==> config.mk <==
export PLATFORM = sky130hd
export DESIGN_NAME = ex_operand_bypass
export DESIGN_NICKNAME = d
export VERILOG_FILES = /design/src/rtl/core_pkg.sv /design/src/rtl/bypass_mux.sv /design/src/rtl/ex_operand_bypass.sv
export SDC_FILE = /design/constraint.sdc
export NUM_CORES = 1
export LEC_CHECK = 0
export BUFFER_PORTS_ARGS = -buffer_cell sky130_fd_sc_hd__buf_4
export CAP_MARGIN = 20
export CORE_MARGIN = 3
export CORE_UTILIZATION = 29
export DETAILED_ROUTE_END_ITERATION = 12
export PLACE_DENSITY = 0.63
export SYNTH_ARGS = -nofsm -noshare
export SYNTH_HDL_FRONTEND = slang
export SYNTH_HIERARCHICAL = 1
export SYNTH_SLANG_ARGS = --single-unit
==> constraint.sdc <==
create_clock -name clk -period 3.75 [get_ports clk]
set_clock_uncertainty 0.1 [all_clocks]
set_input_delay 0.75 -clock clk [delete_from_list [all_inputs] [get_ports clk]]
set_output_delay 0.75 -clock clk [all_outputs]
set_load 0.02 [all_outputs]
==> src/rtl/core_pkg.sv <==
// rtl/core_pkg.sv - shared constants and operand-select encoding for the EX stage
package core_pkg;

    localparam int XLEN = 32;
    localparam logic [4:0] REG_ZERO = 5'd0;

    typedef enum logic [1:0] {
        FWD_ZERO,
        FWD_EXMEM,
        FWD_MEMWB,
        FWD_RF
    } fwd_sel_e;

endpackage

==> src/rtl/bypass_mux.sv <==
// rtl/bypass_mux.sv - per-operand priority select between x0, EX/MEM, MEM/WB and register file
module bypass_mux #(
    parameter int XLEN = 32
) (
    input  logic [4:0]      idx,
    input  logic            fwd_ex,
    input  logic            fwd_mem,
    input  logic            exmem_v,
    input  logic            exmem_load,
    input  logic            memwb_v,
    input  logic [XLEN-1:0] ex_mem_result,
    input  logic [XLEN-1:0] mem_wb_result,
    input  logic [XLEN-1:0] rf_data,
    output logic [XLEN-1:0] operand,
    output logic            forwarded
);
    import core_pkg::*;

    fwd_sel_e sel;

    // A load in EX/MEM only holds its address, so it must never be bypassed.
    always_comb begin
        if (idx == REG_ZERO) begin
            sel = FWD_ZERO;
        end else if (fwd_ex && exmem_v && !exmem_load) begin
            sel = FWD_EXMEM;
        end else if (fwd_mem && memwb_v) begin
            sel = FWD_MEMWB;
        end else begin
            sel = FWD_RF;
        end
    end

    always_comb begin
        operand = '0;
        case (sel)
            FWD_ZERO:  operand = '0;
            FWD_EXMEM: operand = ex_mem_result;
            FWD_MEMWB: operand = mem_wb_result;
            FWD_RF:    operand = rf_data;
            default:   operand = rf_data;
        endcase
    end

    assign forwarded = (sel == FWD_EXMEM) || (sel == FWD_MEMWB);

endmodule

==> src/rtl/ex_operand_bypass.sv <==
// rtl/ex_operand_bypass.sv - EX operand forwarding, result pipeline registers and hazard counters
module ex_operand_bypass #(
    parameter int XLEN  = 32,
    parameter int CNT_W = 32
) (
    input  logic             clk,
    input  logic             rst,
    input  logic             stall,
    input  logic             fwd_ex_ex1,
    input  logic             fwd_ex_ex2,
    input  logic             fwd_mem_ex1,
    input  logic             fwd_mem_ex2,
    input  logic             id_valid,
    input  logic [4:0]       rs1_idx,
    input  logic [4:0]       rs2_idx,
    input  logic [XLEN-1:0]  rf_rs1_data,
    input  logic [XLEN-1:0]  rf_rs2_data,
    input  logic [XLEN-1:0]  alu_result,
    input  logic             ex_writes_rd,
    input  logic             ex_is_load,
    input  logic [XLEN-1:0]  mem_load_data,
    output logic [XLEN-1:0]  op1,
    output logic [XLEN-1:0]  op2,
    output logic             ex_valid,
    output logic [XLEN-1:0]  wb_data,
    output logic             wb_valid,
    output logic [CNT_W-1:0] stall_cnt,
    output logic [CNT_W-1:0] fwd_cnt
);

    logic            exmem_v;
    logic            exmem_load;
    logic            memwb_v;
    logic [XLEN-1:0] ex_mem_result;
    logic [XLEN-1:0] mem_wb_result;
    logic            fwd1_used;
    logic            fwd2_used;

    bypass_mux #(.XLEN(XLEN)) u_mux1 (
        .idx           (rs1_idx),
        .fwd_ex        (fwd_ex_ex1),
        .fwd_mem       (fwd_mem_ex1),
        .exmem_v       (exmem_v),
        .exmem_load    (exmem_load),
        .memwb_v       (memwb_v),
        .ex_mem_result (ex_mem_result),
        .mem_wb_result (mem_wb_result),
        .rf_data       (rf_rs1_data),
        .operand       (op1),
        .forwarded     (fwd1_used)
    );

    bypass_mux #(.XLEN(XLEN)) u_mux2 (
        .idx           (rs2_idx),
        .fwd_ex        (fwd_ex_ex2),
        .fwd_mem       (fwd_mem_ex2),
        .exmem_v       (exmem_v),
        .exmem_load    (exmem_load),
        .memwb_v       (memwb_v),
        .ex_mem_result (ex_mem_result),
        .mem_wb_result (mem_wb_result),
        .rf_data       (rf_rs2_data),
        .operand       (op2),
        .forwarded     (fwd2_used)
    );

    // Valid chain: a stall turns the ID instruction into a single EX bubble.
    always_ff @(posedge clk) begin
        if (!rst) begin
            ex_valid      <= 1'b0;
            exmem_v       <= 1'b0;
            memwb_v       <= 1'b0;
            exmem_load    <= 1'b0;
            ex_mem_result <= '0;
            mem_wb_result <= '0;
        end else begin
            ex_valid      <= id_valid & ~stall;
            exmem_v       <= ex_valid & ex_writes_rd;
            memwb_v       <= exmem_v;
            exmem_load    <= ex_is_load;
            ex_mem_result <= alu_result;
            mem_wb_result <= exmem_load ? mem_load_data : ex_mem_result;
        end
    end

    always_ff @(posedge clk) begin
        if (!rst) begin
            stall_cnt <= '0;
            fwd_cnt   <= '0;
        end else begin
            if (stall && (stall_cnt != {CNT_W{1'b1}})) begin
                stall_cnt <= stall_cnt + CNT_W'(1);
            end
            if (ex_valid && (fwd1_used || fwd2_used) && (fwd_cnt != {CNT_W{1'b1}})) begin
                fwd_cnt <= fwd_cnt + CNT_W'(1);
            end
        end
    end

    assign wb_data  = mem_wb_result;
    assign wb_valid = memwb_v;

endmodule

**Word-level counts from Yosys, hierarchy flattened**

Cells that the tools add are included.

- Equal/unequal tests: 8
- Reductions and logical operators: 17
- $add $sub $neg: 2
- Multiplexer cells: 9
- Bitwise gates (word level): 3

Operators with widths:

| operator | count |
|---|---|
| case mux 32 bit (4 select lines) | 2 |
| adder 32 x 1 -> 32 bit (second input constant) | 2 |
| inequality test 32 bit (second input constant) | 2 |
| 2-to-1 mux 32 bit | 1 |
| logical NOT 5 bit | 2 |
| logical AND 1 bit | 9 |
| == test 2 bit (second input constant) | 4 |
| 2-to-1 mux 2 bit | 4 |
| == test 2 x 1 -> 1 bit (second input constant) | 2 |
| logical NOT 2 bit | 2 |
| logical OR 1 bit | 3 |
| AND 1 bit | 2 |
| 2-to-1 mux 1 bit | 2 |
| logical NOT 1 bit | 1 |
| NOT 1 bit | 1 |

- Bits in registers: 132
- Logic and storage cells: 47
- Output and inout port bits: 162
- Bits of input ports: 148

**Depth between registers and ports, before layout**

- Depth in word-level cells: 9
- Mapped depth: 10
- Mapped depth without buffers: 9

**By module**

The synthesis kept the hierarchy.

By module, submodules not included:

| module | cells an instance | area an instance (sq um) | instances |
|---|---|---|---|
| ex_operand_bypass | 580 | 5425.2 | 1 |
| bypass_mux | 89 | 596.8 | 2 |

**Worst setup path after synthesis**

Ideal clock, no wire load.

- Kind: input-to-reg
- Start point: input port rs2_idx[0]
- End point: register fwd_cnt[15]
- Required time: 3580 ps
- Cell stages on the path: 10
- Path slack: 393 ps
- Arrival: 3187 ps
- Buffers on the path: 1
- Cells stage by stage: or4_4 > o22a_1 > ha_1 > inv_1 > o2111a_1 > nand2_1 > or3_1 > clkbuf_1 > or4_1 > a21oi_1

- Cells in the longest elaborated chain, start to end: 7
- Elaborated cells between the ends (all ways): 8
- Classes of those cells: eq/ne: 2; mux: 1; reduce/logical: 5

Ends and longest elaborated chain:

| item | line | source |
|---|---|---|
| start, declared | ex_operand_bypass.sv:15 | `input logic [4:0] rs2_idx,` |
| logical NOT 5 bit (*) | bypass_mux.sv:23 | `if (idx == REG_ZERO) begin` |
| 2-to-1 mux 2 bit (*) | bypass_mux.sv:23 |  |
| == test 2 x 1 -> 1 bit or == test 2 bit (tied branches) | bypass_mux.sv:45 | `assign forwarded = (sel == FWD_EXMEM) \|\| (sel == FWD_MEMWB);` |
| logical OR 1 bit (*) | bypass_mux.sv:45 |  |
| net fwd2_used | ex_operand_bypass.sv:37 | `logic fwd2_used;` |
| logical OR 1 bit (*) | ex_operand_bypass.sv:94 | `if (ex_valid && (fwd1_used \|\| fwd2_used) && (fwd_cnt != {CNT_W{1'b1}})) begin` |
| logical AND 1 bit (*) (2 in a row) | ex_operand_bypass.sv:94 |  |
| end signal, assigned | ex_operand_bypass.sv:95 | `fwd_cnt <= fwd_cnt + CNT_W'(1);` |
| end, declared | ex_operand_bypass.sv:28 | `output logic [CNT_W-1:0] fwd_cnt` |

Mark *: on every way through the listed nets, which the timed path passes. The rest lies on a longest branch.
A chain may end at the register's enable or synchronous reset.

**Worst setup path in the final report**

- Start point: input port rs2_idx[4]
- End point: output port op2[27]

- Cells in the longest elaborated chain, start to end: 4
- Elaborated cells between the ends (all ways): 7
- Classes of those cells: eq/ne: 3; mux: 2; reduce/logical: 2

Ends and longest elaborated chain:

| item | line | source |
|---|---|---|
| logical NOT 5 bit (*) | bypass_mux.sv:23 |  |
| 2-to-1 mux 2 bit (*) | bypass_mux.sv:23 |  |
| == test 2 bit, or another cell as far along | bypass_mux.sv:36 | `case (sel)` |
| case mux 32 bit (4 select lines) (*) | bypass_mux.sv:36 |  |
| end, declared | ex_operand_bypass.sv:23 | `output logic [XLEN-1:0] op2,` |

Every way passes the cells marked *; elsewhere a longest branch is shown, timed or not.

==> impl_results.md <==
- Run status: finished, final reports clean
- # setup viols final: 0
- Ports: 310
- Worst Hold Depth: 2
- Vias: 7329
- Die extent in x: 157 um
- Worst path top cell family by delay: compound AO/OA/AOI/OAI gates
- Reg2Reg Setup Slack: 950 ps
- Drt first pass iters: 7
- CP Max Fanout: 7
- Clk slew on worst S/H paths: 60 ps
- ANT nets after route: 0
- Mux contribution to synthesized area: 0.0605
- Reg power frac: 0.408
- Clock Power Share: 0.437
- Syn Area/Cell: 8.73 um^2
- Nets: 1209
- Leak Pwr: 4.11 nW
- Power, Total: 3.65 mW
- Met3 Use GR: 0.0473
- Fin util: 0.450
- Clk sinks: 132
- Mapped cell area: 6620 um^2
- Post-Layout Cell Count: 1341
- Hold WS: 399 ps
- GR Util All Layers: 0.200
- Largest family of logic cells by synthesized area: simple AND/OR/NAND/NOR gates
- Synth Area in Adders: 0.0189
- Synth-to-Final Area Change: 50.2%
- Drt total wl: 26700 um
- Period utilization: 0.999
- Post-synthesis compound-gate area fraction: 0.202
- TNS Setup: 0 ps
- Global-route wire length before repair: 39000 um
- Cell count after placement: 1307
- Synth Area in XOR/XNOR: 0.0185
- Initial antenna violation count: 0
- Core ar.: 22100 um^2
- DR WL/cell: 19.9 um
- Worst-margin pin slew: 688 ps
- Number of I/O port buffers: 309
- WHS Endpoint: stall_cnt[27]
- Overflow left after global routing: 0
- CTS Buf Count: 17
- Worst setup path category: in -> out
- Async SR Flop Fraction: 0
- Clk_lat worst skew: 410 ps
- Max Buffers Root-to-Sink: 2
- Post-Layout Inst Area: 9940 um^2
- Critical path capture point type: primary output
- DR iter-0 viols: 717
- CP peak stage delay: 570 ps
- Combinational power share: 0.155
- Reg2reg start: exmem_load
- Reg2Reg Depth: 9
- Pwr/cell area: 367 nW/um^2
- Grt peak-use layer: met2
- Cell Area, Placed: 9290 um^2
- Hold Path Class: reg -> reg
- Unique masters post-synth: 52
- Share of cells above drive strength 1: 0.355
- Crit-path slowest cell: or4_4
- HPWL after DPL: 18900 um
- Worst Path Arrival: 2900 ps
- Predominant post-synthesis flop cell: dfxtp_1
- Initial Util: 0.300
- Sw power: 0.936 mW
- Final hold viol count: 0
- Filler cells: 2192
- Met1 Resource Use GR: 0.258
- Synth warn: 6
- GPL Wtd Cong: 0.861
- Chip height: 157 um
- Min Tclk post-route: 3750 ps
- VDD IR-drop max: 0.278 mV
- Htree depth: 4
- Switching Share: 0.256
- RSZ-0062 raised after global routing: true
- Gate count of the mapped netlist: 758
- Site row count: 54
- Largest net degree at the start of global routing: 59
- Buf+Inv Stages, Crit Path: 3
- Pre-CTS WS: 3.40 ps
- # diodes: 0
- Die Area: 24700 um^2
- Simple-Gate Fraction of Synth Area: 0.259
- M2 GR Usage: 0.328
- Critical Path RT: 2900 ps
- Max Cap Viol: 0
- Crit path cell chain: buf_6, or4_4, o22a_1, ha_4, buf_12, a222oi_1, nor2_1, buf_4
- Max Fclk: 267 MHz
- Number of global-route vias before repair: 6841
- Internal power: 2.72 mW
- Hold Path Origin: stall_cnt[27]
- Final slew viol count: 0
- Sequential share of the synthesized area: 0.399
- Final WS setup: 2.47 ps
- Drt drc: 0
- Number of stages on the worst setup path: 8
- Nature of the critical path startpoint: input pin
- CTS tree: yes
- Number of flops mapped to enable cells by yosys: 0
- Synthesized Nets: 916
- Drt via density: 5.47
- Synth Register Bits: 132
- FF-to-FF End: fwd_cnt[30]
- Slew headroom: 0.541
- Root Driver: clkbuf_16
## sequential cells by signal, indices dropped and copies added, names as in the netlist
signal	cells
stall_cnt	32
exmem_v	1
ex_mem_result	32
wb_data	32
exmem_load	1
ex_valid	1
wb_valid	1
fwd_cnt	32
## area by class of cell
| cell class | count | area, um^2 | area share |
|---|---|---|---|
| clock buffers | 20 | 447 | 0.0449 |
| clock inverters | 9 | 109 | 0.0109 |
| inverters | 10 | 37.5 | 0.00377 |
| multi-input cells | 558 | 3730 | 0.375 |
| flip-flops and latches | 132 | 2640 | 0.266 |
| well taps | 280 | 350 | 0.0352 |
| repair buffers | 332 | 2630 | 0.264 |
## synth_stat cells, drive strengths merged, types with 4 or more instances
| cell type | count | area, um^2 |
|---|---|---|
| o22a | 4 | 35.0 |
| nand4 | 22 | 156 |
| nor2 | 115 | 432 |
| or4 | 20 | 158 |
| o311ai | 4 | 35.0 |
| xnor2 | 11 | 96.3 |
| a222oi | 64 | 641 |
| clkbuf | 45 | 170 |
| or3 | 19 | 119 |
| dfxtp | 132 | 2640 |
| o21ai | 21 | 105 |
| mux2i | 40 | 400 |
| nand2b | 8 | 50.1 |
| and2 | 40 | 250 |
| ha | 10 | 125 |
| and3 | 6 | 37.5 |
| nand3 | 20 | 100 |
| and4 | 12 | 105 |
| nor3 | 4 | 20.0 |
| a21oi | 36 | 180 |
| o31ai | 16 | 134 |
| o41ai | 4 | 35.0 |
| o22ai | 4 | 25.0 |
| nand2 | 39 | 146 |
| inv | 10 | 37.5 |
| buf | 13 | 68.8 |
| nor4 | 13 | 87.6 |
## logic make-up (layout without fill, tap and decap cells)
| family | Yosys count | in the layout |
|---|---|---|
| AO/OA/AOI/OAI | 170 | 170 |
| flip-flops | 132 | 132 |
| adder cells (fa/ha/maj) | 10 | 10 |
| multiplexers | 40 | 40 |
| XOR/XNOR | 14 | 14 |
| buffers and inverters | 68 | 371 |
| AND/OR/NAND/NOR | 324 | 324 |
## cells in the final DEF, fill, tap and decap left out, drive strengths merged, types with 3 or more instances in the layout
cell type	Yosys	final
a21oi	36	36
a222oi	64	64
a311oi	3	3
and2	40	40
and3	6	6
and4	12	12
buf	13	330
clkbuf	45	21
clkinv	0	3
clkinvlp	0	4
dfxtp	132	132
ha	10	10
inv	10	10
mux2i	40	40
nand2	39	39
nand2b	8	8
nand3	20	20
nand4	22	22
nor2	115	115
nor3	4	4
nor4	13	13
o21ai	21	21
o22a	4	4
o22ai	4	4
o311ai	4	4
o31ai	16	16
o41ai	4	4
or3	19	19
or4	20	20
xnor2	11	11
xor2	3	3
## power groups by stage
| stage | clock network, mW | registers (mW) | logic [mW] |
|---|---|---|---|
| global placement | 0 | 1.52 | 0.553 |
| global route | 1.70 | 1.49 | 0.602 |
| detailed placement | 0 | 1.52 | 0.556 |
| floorplan | 0 | 1.53 | 0.234 |
| finish | 1.60 | 1.49 | 0.567 |
| CTS | 1.64 | 1.49 | 0.563 |
## worst min-delay path, stage by stage (launching register included)
cell	delay [ps]
dfxtp_1	330
o31ai_1	70
a21oi_1	50
## per-layer routing
metal / share of wire / vias up / wire [um]
met2: 0.47 / 329 / 12600
met4: 0.023 / 0 / 624
li1: - / 3497 / -
met3: 0.083 / 36 / 2220
met1: 0.42 / 3467 / 11200
met5: 0 / - / 0
## what timing repair did
action                                  CTS  global route
setup buffers                             0             4
gates resized for setup                   3             4
endpoints found under the setup margin    1             2
hold buffers                              0             0
gates cloned                              1             0
pin swaps                                 2             6
## worst max path at each step
stage	startpoint	end	slack [ps]
after CTS	rs2_idx[0]	op2[27]	4
after detailed placement	rs2_idx[0]	op2[27]	3
after floorplan	rs2_idx[0]	fwd_cnt[15]	390
final	rs2_idx[4]	op2[27]	2
after global routing	rs2_idx[4]	op2[27]	-60
after global placement	rs2_idx[0]	op2[27]	20
Power figures use the tool's default switching activity.
